[config.mk]
export PLATFORM = sky130hd
export DESIGN_NAME = trace_fifo2
export DESIGN_NICKNAME = d
export VERILOG_FILES = /design/src/rtl/trace_checker_pkg.sv /design/src/rtl/trace_fifo2.sv
export SDC_FILE = /design/constraint.sdc
export NUM_CORES = 1
export LEC_CHECK = 0
export ABC_AREA = 1
export CAP_MARGIN = 10
export CORE_UTILIZATION = 43
export DETAILED_ROUTE_END_ITERATION = 10
export PLACE_DENSITY = 0.82
export SLEW_MARGIN = 15
export SYNTH_ARGS = -nofsm -noshare
export SYNTH_HDL_FRONTEND = slang
export SYNTH_SLANG_ARGS = --single-unit
export TNS_END_PERCENT = 30
[constraint.sdc]
create_clock -name clk_in -period 3.56 [get_ports clk_in]
set_input_delay 0.89 -clock clk_in [delete_from_list [all_inputs] [get_ports clk_in]]
set_output_delay 0.89 -clock clk_in [all_outputs]
set_load 0.01 [all_outputs]
[src/rtl/trace_checker_pkg.sv]
// Shared types for the retire-trace checker: FSM states, failure causes and
// the golden record layout held in the two-entry buffer.
package trace_checker_pkg;

    typedef enum logic [2:0] {
        ST_IDLE = 3'd0,
        ST_FILL = 3'd1,
        ST_RUN  = 3'd2,
        ST_PASS = 3'd3,
        ST_FAIL = 3'd4
    } state_e;

    localparam logic [1:0] CAUSE_NONE     = 2'd0;
    localparam logic [1:0] CAUSE_PC       = 2'd1;
    localparam logic [1:0] CAUSE_INST     = 2'd2;
    localparam logic [1:0] CAUSE_UNDERRUN = 2'd3;

    localparam int REC_W = 64;

    typedef struct packed {
        logic [31:0] pc;
        logic [31:0] inst;
    } trace_rec_t;

endpackage

[src/rtl/trace_fifo2.sv]
// Two-entry FIFO for golden trace records; push and pop may coincide,
// and a push into a full FIFO is accepted only when a pop frees a slot.
module trace_fifo2
    import trace_checker_pkg::*;
#(
    parameter int W = REC_W
) (
    input  logic         clk_in,
    input  logic         reset,
    input  logic         push,
    input  logic [W-1:0] push_data,
    input  logic         pop,
    output logic [W-1:0] head,
    output logic [1:0]   count
);

    logic [W-1:0] mem_q [2];
    logic         wr_ptr_q;
    logic         rd_ptr_q;
    logic [1:0]   count_q;
    logic [1:0]   count_d;
    logic         push_ok;
    logic         pop_ok;

    always_comb begin
        pop_ok  = pop && (count_q != 2'd0);
        push_ok = push && ((count_q != 2'd2) || pop_ok);
        count_d = count_q + {1'b0, push_ok} - {1'b0, pop_ok};
    end

    always_ff @(posedge clk_in or posedge reset) begin
        if (reset) begin
            wr_ptr_q <= 1'b0;
            rd_ptr_q <= 1'b0;
            count_q  <= 2'd0;
        end else begin
            if (push_ok) wr_ptr_q <= ~wr_ptr_q;
            if (pop_ok)  rd_ptr_q <= ~rd_ptr_q;
            count_q <= count_d;
        end
    end

    // Storage carries no reset; only the pointers and count define validity.
    always_ff @(posedge clk_in) begin
        if (push_ok) mem_q[wr_ptr_q] <= push_data;
    end

    assign head  = mem_q[rd_ptr_q];
    assign count = count_q;

endmodule

=== Yosys cells after proc, flatten, opt, wreduce, memory -nomap -nowiden ===
Memories as Yosys holds them, arrays and structs flattened.
Cells that the tools add are included.
Widths: inputs -> output; s select.

* Bits of input ports: 68
* Memory bits (writable): 128
* Latch bits: 0
* Output and inout bits: 66
* Memory bits (read-only): 0
* Memories: 1
* Word-level logic and storage cells: 15
* Register bits: 4

{| class="wikitable"
|+ Memory list
! memory !! depth !! bits a word !! read ports !! clocked after Yosys merged registers in !! write ports !! line !! RTL
|-
| mem_q || 2 || 64 || 1 || 0 || 1 || trace_fifo2.sv:17 || <nowiki>logic [W-1:0] mem_q [2];</nowiki>
|}

* Div/mod/pow operators: 0
* Bitwise gates (word level): 2
* Equality and inequality tests: 1
* Reduce and logical (&&, ||, !) cells: 4
* Multiply operators: 0
* Add/subtract/negate cells: 2
* Mux-type cells: 2
* Shift-type cells: 0
* Magnitude comparators: 0

{| class="wikitable"
|+ Operator list
! operator !! count
|-
| $add 2x1->2 || 1
|-
| $logic_and 1x1->1 || 2
|-
| $mux 1 || 2
|-
| $ne 2x2->1 const B || 1
|-
| $not 1->1 || 2
|-
| $reduce_bool 2->1 || 1
|-
| $sub 2x1->2 || 1
|-
| $logic_or 1x1->1 || 1
|}

=== Logic depth before layout (Yosys ltp) ===
Gate-level depths: netlist of run 1.

* Depth after elaboration: 6
* Gate-level depth with buffers: 9
* Mapped depth without buffers: 9

=== Least setup slack after synthesis of run 1 ===
OpenSTA, ideal clock, no wires.

* Path kind: input to register
* From: input port pop
* To: memory mem_q[1][0] (netlist name), enable pin
* Path slack: -0.698 ns
* Setup time: 0.486 ns
* Arrival: 3.772 ns
* Buffers on the path: 0
* Cell stages on the path: 4
* Data required time: 3.074 ns
* Cells stage by stage: inv_1 nand3_1 nand2_1 nor2_1

* Longest elaborated chain between the ends: 5

{| class="wikitable"
|+ RTL lines
! item !! line !! RTL
|-
| from (decl) || trace_fifo2.sv:12 || <nowiki>input logic pop,</nowiki>
|-
| $logic_and 1x1->1 || trace_fifo2.sv:26 || <nowiki>pop_ok = pop && (count_q != 2'd0);</nowiki>
|-
| $logic_or 1x1->1 || trace_fifo2.sv:27 || <nowiki>push_ok = push && ((count_q != 2'd2) || pop_ok);</nowiki>
|-
| $logic_and 1x1->1 || trace_fifo2.sv:27 ||
|-
| $mux 1 || trace_fifo2.sv:45 || <nowiki>if (push_ok) mem_q[wr_ptr_q] <= push_data;</nowiki>
|-
| $mux 1 (not written as such) || trace_fifo2.sv:45 ||
|-
| to (decl) || trace_fifo2.sv:17 ||
|}

No other way between the ends.

=== Worst setup path in the final report of run 1 ===
* From: register rd_ptr_q
* To: output port head[22]

* Longest elaborated chain between the ends: 1

{| class="wikitable"
|+ RTL lines
! item !! line !! RTL
|-
| from (decl) || trace_fifo2.sv:19 || <nowiki>logic rd_ptr_q;</nowiki>
|-
| from (signal assigned) || trace_fifo2.sv:38 || <nowiki>if (pop_ok) rd_ptr_q <= ~rd_ptr_q;</nowiki>
|-
| $mem_v2 2x64 || -- ||
|-
| to (decl) || trace_fifo2.sv:13 || <nowiki>output logic [W-1:0] head,</nowiki>
|}

No other way between the ends.

==> results.toml, run 1 <==
[yosys]
yosysSeqAreaShare = 0.800
yosys_warnings = 0
synth_cell_types = 14
synth.ff_latch_count = 132
synthCells = 364
post_synth_instance_area_um2 = 4930
syn_area_per_cell_um2 = 13.5
synth.net_count = 434

[setup_path]
cp_num_buf_inv = 2
critPathCaptureType = "output port"
critical_path.slowest_cell = "sky130_fd_sc_hd__dfrtp_2"
critical_path.max_stage_delay_ps = 720
critical-path-top-cell-by-count = "sky130_fd_sc_hd__nand2_1"
cp.required_ps = 2670
critical-path-top-delay-family = "buffers and inverters"
crit_path_start_kind = "register"
critical_path_peak_fanout = 36
worst-endpoint-arrival_ps = 2400
crit_chain = "buf_4 > nand2_1 > nand2_1 > clkdlybuf4s50_1"
worst-setup-path-type = "register to output port"

[detailed_routing]
viasPerCell = 4.66
detail-route-antenna-nets = 0
num_vias = 3080
drt-wirelength-per-cell_um = 14.6
routed_wirelength_mm = 9.65
drt_first_iter_violations = 161
dr.pass1.iters = 4
drt_drc_violations_left = 0

[clocking]
clk-insertion-delay-late_ps = 400
cts_tree = "done"
cts.clk_slew.worst_paths_ps = 50
cts-buffers-inserted = 17
cts-hold-fix-buffers = 0
root_buffer = "sky130_fd_sc_hd__clkbuf_16"
max-clock-path-buffers = 2
cts_htree_levels = 4
cts-resized-gates = 0
tritoncts_num_sinks = 132
cts_post_setup_buffers_inserted = 0

[cells_and_area]
post_route_cells_drive_above_1_share = 0.0749
fin_nets = 578
flow.area_growth_from_synthesis_pct = 42.0
multiInputGateArea_um2 = 827
final.fill_count = 812
finalInstanceArea_um2 = 7000
regArea_um2 = 3950
num_antenna_cells = 0

[sta]
drv_slew = 0
finClkSkew_ps = 4.00
post-route-period-util = 0.923
setup_tns_ps = 0
setup_viol_count_final = 0
finalHoldViolCount = 0
max_slew.worst_pin.slew_ps = 577
timing.max_slew.rel_slack = 0.615
final_period_minus_worst_setup_slack_ps = 3290
unrepaired_setup_endpoints_after_global_routing = "no"
fmax_ghz = 0.304

[pwr]
cellLeakagePower_nw = 2.76
power.ir.vdd_worst_v = 0.000351
p_per_area_nw_per_um2 = 850

[placed_design]
port-buffer-count = 133
detailed_place.area_um2 = 6370
dpl.hpwl_mm = 6.12
gpl.final_weighted_congestion = 0.736

[floorplanning]
die_width_um = 109
initial_utilization = 0.449
core_area_um2 = 11000
fp-row-count = 38
die_h_um = 109
boundaryPins = 134
die-area_um2 = 11900

[job]
cap_violations = 0

[grt]
global_route.usage.met3 = 0.0616
grt.busiest_layer = "met2"
gr-total-overflow = 0
grtUsageTotal = 0.172
grt_first_pass_wirelength_mm = 14.8
number_of_global_route_vias_before_repair = 3120
use_met1 = 0.197
grt_start_max_net_pins = 54
grt_antenna_before_repair = 0
gr-usage-met2 = 0.287

[hold_path]
hold_class = "register to register"

[run_status]
status = "finished clean"
## Yosys cell counts
cell,count,share of area
sky130_fd_sc_hd__nand2_1,200,0.15
sky130_fd_sc_hd__edfxtp_1,128,0.78
sky130_fd_sc_hd__buf_6,10,0.023
sky130_fd_sc_hd__inv_1,7,0.0053
sky130_fd_sc_hd__dfrtp_1,4,0.020
sky130_fd_sc_hd__nor2_1,3,0.0023
sky130_fd_sc_hd__buf_2,2,0.0020
sky130_fd_sc_hd__buf_4,2,0.0030
sky130_fd_sc_hd__ha_1,2,0.0051
sky130_fd_sc_hd__nand3_1,2,0.0020
sky130_fd_sc_hd__inv_2,1,0.00076
sky130_fd_sc_hd__o21ai_0,1,0.0010
sky130_fd_sc_hd__xnor2_1,1,0.0018
sky130_fd_sc_hd__xor2_1,1,0.0018
## worst register-to-register path: cells and delay by family, from the launching register on
kind	cells	cell delay (ps)
AND/OR/NAND/NOR	3	380
buffers and inverters	1	480
flip-flops	1	440
## worst paths after layout
check | startpoint | to | slack [ps] | cells past startpoint
worst max-delay path | rd_ptr_q | head[22] | 270 | 4
worst min-delay path | wr_ptr_q | wr_ptr_q | 480 | 2
worst max register to register | count[1] | mem_q[1][55] | 1860 | 4
worst min register to register | wr_ptr_q | wr_ptr_q | 480 | 2
max in group asynchronous | reset | rd_ptr_q | 2690 | 2
min in group asynchronous | reset | count[0] | 700 | 2
## registers in the layout, indices dropped and copies added (netlist names)
| signal | cells |
|---|---|
| mem_q | 128 |
| rd_ptr_q | 1 |
| count | 2 |
| wr_ptr_q | 1 |
## routing by layer
layer / part of all wire / wire length (µm)
met5: 0 / 0
met4: 0.010 / 100
met3: 0.073 / 708
met2: 0.52 / 5000
met1: 0.40 / 3840
## logic make-up after synthesis
group / after synthesis / synth area share
AO/OA/AOI/OAI: 1 / 0.00101
XOR/XNOR: 2 / 0.00355
adder cells (fa/ha/maj): 2 / 0.00507
buffers and inverters: 22 / 0.0340
flip-flops: 132 / 0.800
AND/OR/NAND/NOR: 205 / 0.157
## area by class of cell
| type | count | share of cell area |
|---|---|---|
| clock buffers | 18 | 0.0613 |
| well taps | 140 | 0.0250 |
| flip-flops and latches | 132 | 0.563 |
| inverters | 8 | 0.00429 |
| repair buffers | 139 | 0.198 |
| clock inverters | 14 | 0.0298 |
| multi-input cells | 210 | 0.118 |
## where the power goes
group | total, W | leakage (nW) | internal, W | switching [W]
Clock | 0.00185 | 0.305 | 0.00124 | 0.000612
Sequential | 0.00222 | 1.24 | 0.00209 | 0.000135
Combinational | 0.00188 | 1.21 | 0.000896 | 0.000984
## stage by stage
stage	hold WS [ps]	cells	util	worst slack (ps)	total power, W
floorplan	442	364	-	372	0.00320
global placement	453	629	0.580	705	0.00411
detailed placement	468	629	0.580	717	0.00414
CTS	481	661	0.638	222	0.00602
global route	521	661	0.638	120	0.00628
finish	480	661	0.638	275	0.00595
## layout by cell type, fill, tap and decap left out, drive strengths merged
cell / instances
buf: 6
bufinv: 5
clkbuf: 18
clkdlybuf4s50: 133
clkinv: 6
clkinvlp: 2
dfrtp: 4
edfxtp: 128
ha: 2
inv: 9
nand2: 200
nand3: 2
nor2: 3
o21ai: 1
xnor2: 1
xor2: 1
Power figures use the tool's default switching activity.
==> run 2: changes to the inputs <==
Settings changed: CORE_UTILIZATION 43 to 45, CTS_CLUSTER_SIZE set to 16.
Clock period 3.56 ns to 3.4 ns, I/O delays scaled along.
==> run 2 against run 1 <==
Against the previous run: sequential power grew 3%; total power increased by 4.5%; cell count decreased by 0.45%; sequential share of layout area up 0.081 points; via count grew 0.88%; flip-flop and latch count did not move; register-to-register slack got worse by 90 ps; wire length up 1.0%.
==> results.toml, run 2 (synthesis gave the netlist of run 1 again) <==
[run_status]
status = "finished clean"

[cells_and_area]
fin_nets = 579
flip_flop_count_of_the_largest_register_after_layout = 128
num_antenna_cells = 0
registers.top_by_ff_count = "mem_q"
post_route_cells_drive_above_1_share = 0.0747
layout.cells.most_common = "sky130_fd_sc_hd__nand2_1"
postLayoutCoreUtil = 0.669
layout.cells.most_common_list = "sky130_fd_sc_hd__nand2_1 (200), sky130_fd_sc_hd__clkdlybuf4s50_1 (133), sky130_fd_sc_hd__edfxtp_1 (128), sky130_fd_sc_hd__clkbuf_16 (16)"
flow.area_growth_from_synthesis_pct = 41.8

[setup_path]
critical_path_peak_fanout = 53
timing.critical_path.from = "rd_ptr_q"
worst-endpoint-arrival_ps = 2200
worst_r2r_endpoint = "mem_q[1][25]"
worst-r2r-setup-slack_ps = 1770
worst_r2r_startpoint = "count[1]"
cp.required_ps = 2550
worst-setup-path-type = "register to output port"
crit_path_start_kind = "register"
rr_worst_depth = 4
critPathCaptureType = "output port"

[clocking]
cts-buffers-inserted = 17
cts_htree_levels = 4
tritoncts_num_sinks = 132
root_buffer = "sky130_fd_sc_hd__clkbuf_8"
cts-resized-gates = 0
max-clock-path-buffers = 2
cts_post_setup_buffers_inserted = 0
cts_tree = "done"
cts.clk_slew.worst_paths_ps = 60
cts-hold-fix-buffers = 0
clk-insertion-delay-late_ps = 510

[detailed_routing]
drt_drc_violations_left = 0
dr.pass1.iters = 4
drt-wirelength-per-cell_um = 14.8
detail-route-antenna-nets = 0
drt_first_iter_violations = 165
num_vias = 3107
routed_wirelength_mm = 9.75
viasPerCell = 4.72

[sta]
finClkSkew_ps = 5.23
drv_slew = 0
finalHoldViolCount = 0
max_slew.worst_pin.slew_ps = 509
post-route-period-util = 0.896
final_period_minus_worst_setup_slack_ps = 3050
unrepaired_setup_endpoints_after_global_routing = "no"
fmax_ghz = 0.328
setup_viol_count_final = 0
timing.max_slew.rel_slack = 0.661
setup_tns_ps = 0

[placed_design]
port-buffer-count = 133
gpl.final_weighted_congestion = 0.722
dpl.hpwl_mm = 6.10

[grt]
gr-usage-met2 = 0.303
grt_first_pass_wirelength_mm = 15.3
gr-total-overflow = 0
grt.busiest_layer = "met2"
grt_antenna_before_repair = 0
number_of_global_route_vias_before_repair = 3137
grt_start_max_net_pins = 54
global_route.usage.met3 = 0.0505
grtUsageTotal = 0.183
use_met1 = 0.219

[hold_path]
hold_class = "register to register"
hold_path_depth = 2
worst_hold_startpoint = "wr_ptr_q"
timing.hold.worst_endpoint = "wr_ptr_q"

[floorplanning]
die_width_um = 107
fp-row-count = 37
initial_utilization = 0.471
die_h_um = 107
boundaryPins = 134
die-area_um2 = 11400
core_area_um2 = 10500

[pwr]
combinationalPowerShare = 0.327
p_per_area_nw_per_um2 = 890
p_sw_frac = 0.294
p_int_w = 0.00439
cellLeakagePower_nw = 2.76
sequentialPowerShare = 0.366
power_frac_clock = 0.307
power.ir.vdd_worst_v = 0.000461
p_switching_w = 0.00183

[job]
cap_violations = 0
## run 2: changes by cell type in the layout (fill, tap and decap cells not counted), sizes merged
cell,previous run,this run
inv,9,10
buf,6,7
clkinv,6,5
## run 2: per-stage QoR
stage | power (W) | cells | setup WS [ps] | area, µm² | hold slack, ps
global placement | 0.00432 | 626 | 884 | 6370 | 458
detailed placement | 0.00437 | 626 | 880 | 6370 | 469
finish | 0.00622 | 658 | 352 | 6990 | 489
global route | 0.00655 | 658 | 218 | 6990 | 506
floorplan | 0.00335 | 364 | 252 | 4930 | 442
CTS | 0.00630 | 658 | 308 | 6990 | 483
## run 2: how the worst max path moves through the flow
stage                         to  slack, ps  depth (start not counted)
finish                  head[51]        350                          5
global route            head[27]        220                          5
CTS                     head[29]        310                          5
detailed placement  mem_q[1][32]        880                          6
global placement    mem_q[1][35]        880                          6
floorplan            mem_q[1][0]        250                          4
## run 2: per-layer routing
layer	vias to the layer above	part of all wire
met2	111	0.50
met1	1461	0.42
met5	-	0
li1	1517	-
met4	0	0.019
met3	18	0.061
## run 2: final cells by class
class                           instances  area (µm²)
Tap cell                              136         170
Clock buffer                           18         418
Clock inverter                         14         208
Fill cell                             758        3470
Timing Repair Buffer                  140        1400
Multi-Input combinational cell        210         827
Inverter                                8        30.0
Sequential cell                       132        3950
## run 2: worst max-delay path: stages, from the launching register on
cell	delay [ps]
sky130_fd_sc_hd__dfrtp_2	410
sky130_fd_sc_hd__inv_2	230
sky130_fd_sc_hd__buf_12	280
sky130_fd_sc_hd__nand2_1	90
sky130_fd_sc_hd__nand2_1	100
sky130_fd_sc_hd__clkdlybuf4s50_1	540
## run 2: power groups by stage
stage	sequential [W]	combinational (W)	clock, W
finish	0.00228	0.00203	0.00191
global route	0.00231	0.00224	0.00201
CTS	0.00228	0.00207	0.00195
detailed placement	0.00231	0.00206	0
global placement	0.00229	0.00202	0
floorplan	0.00231	0.00104	0
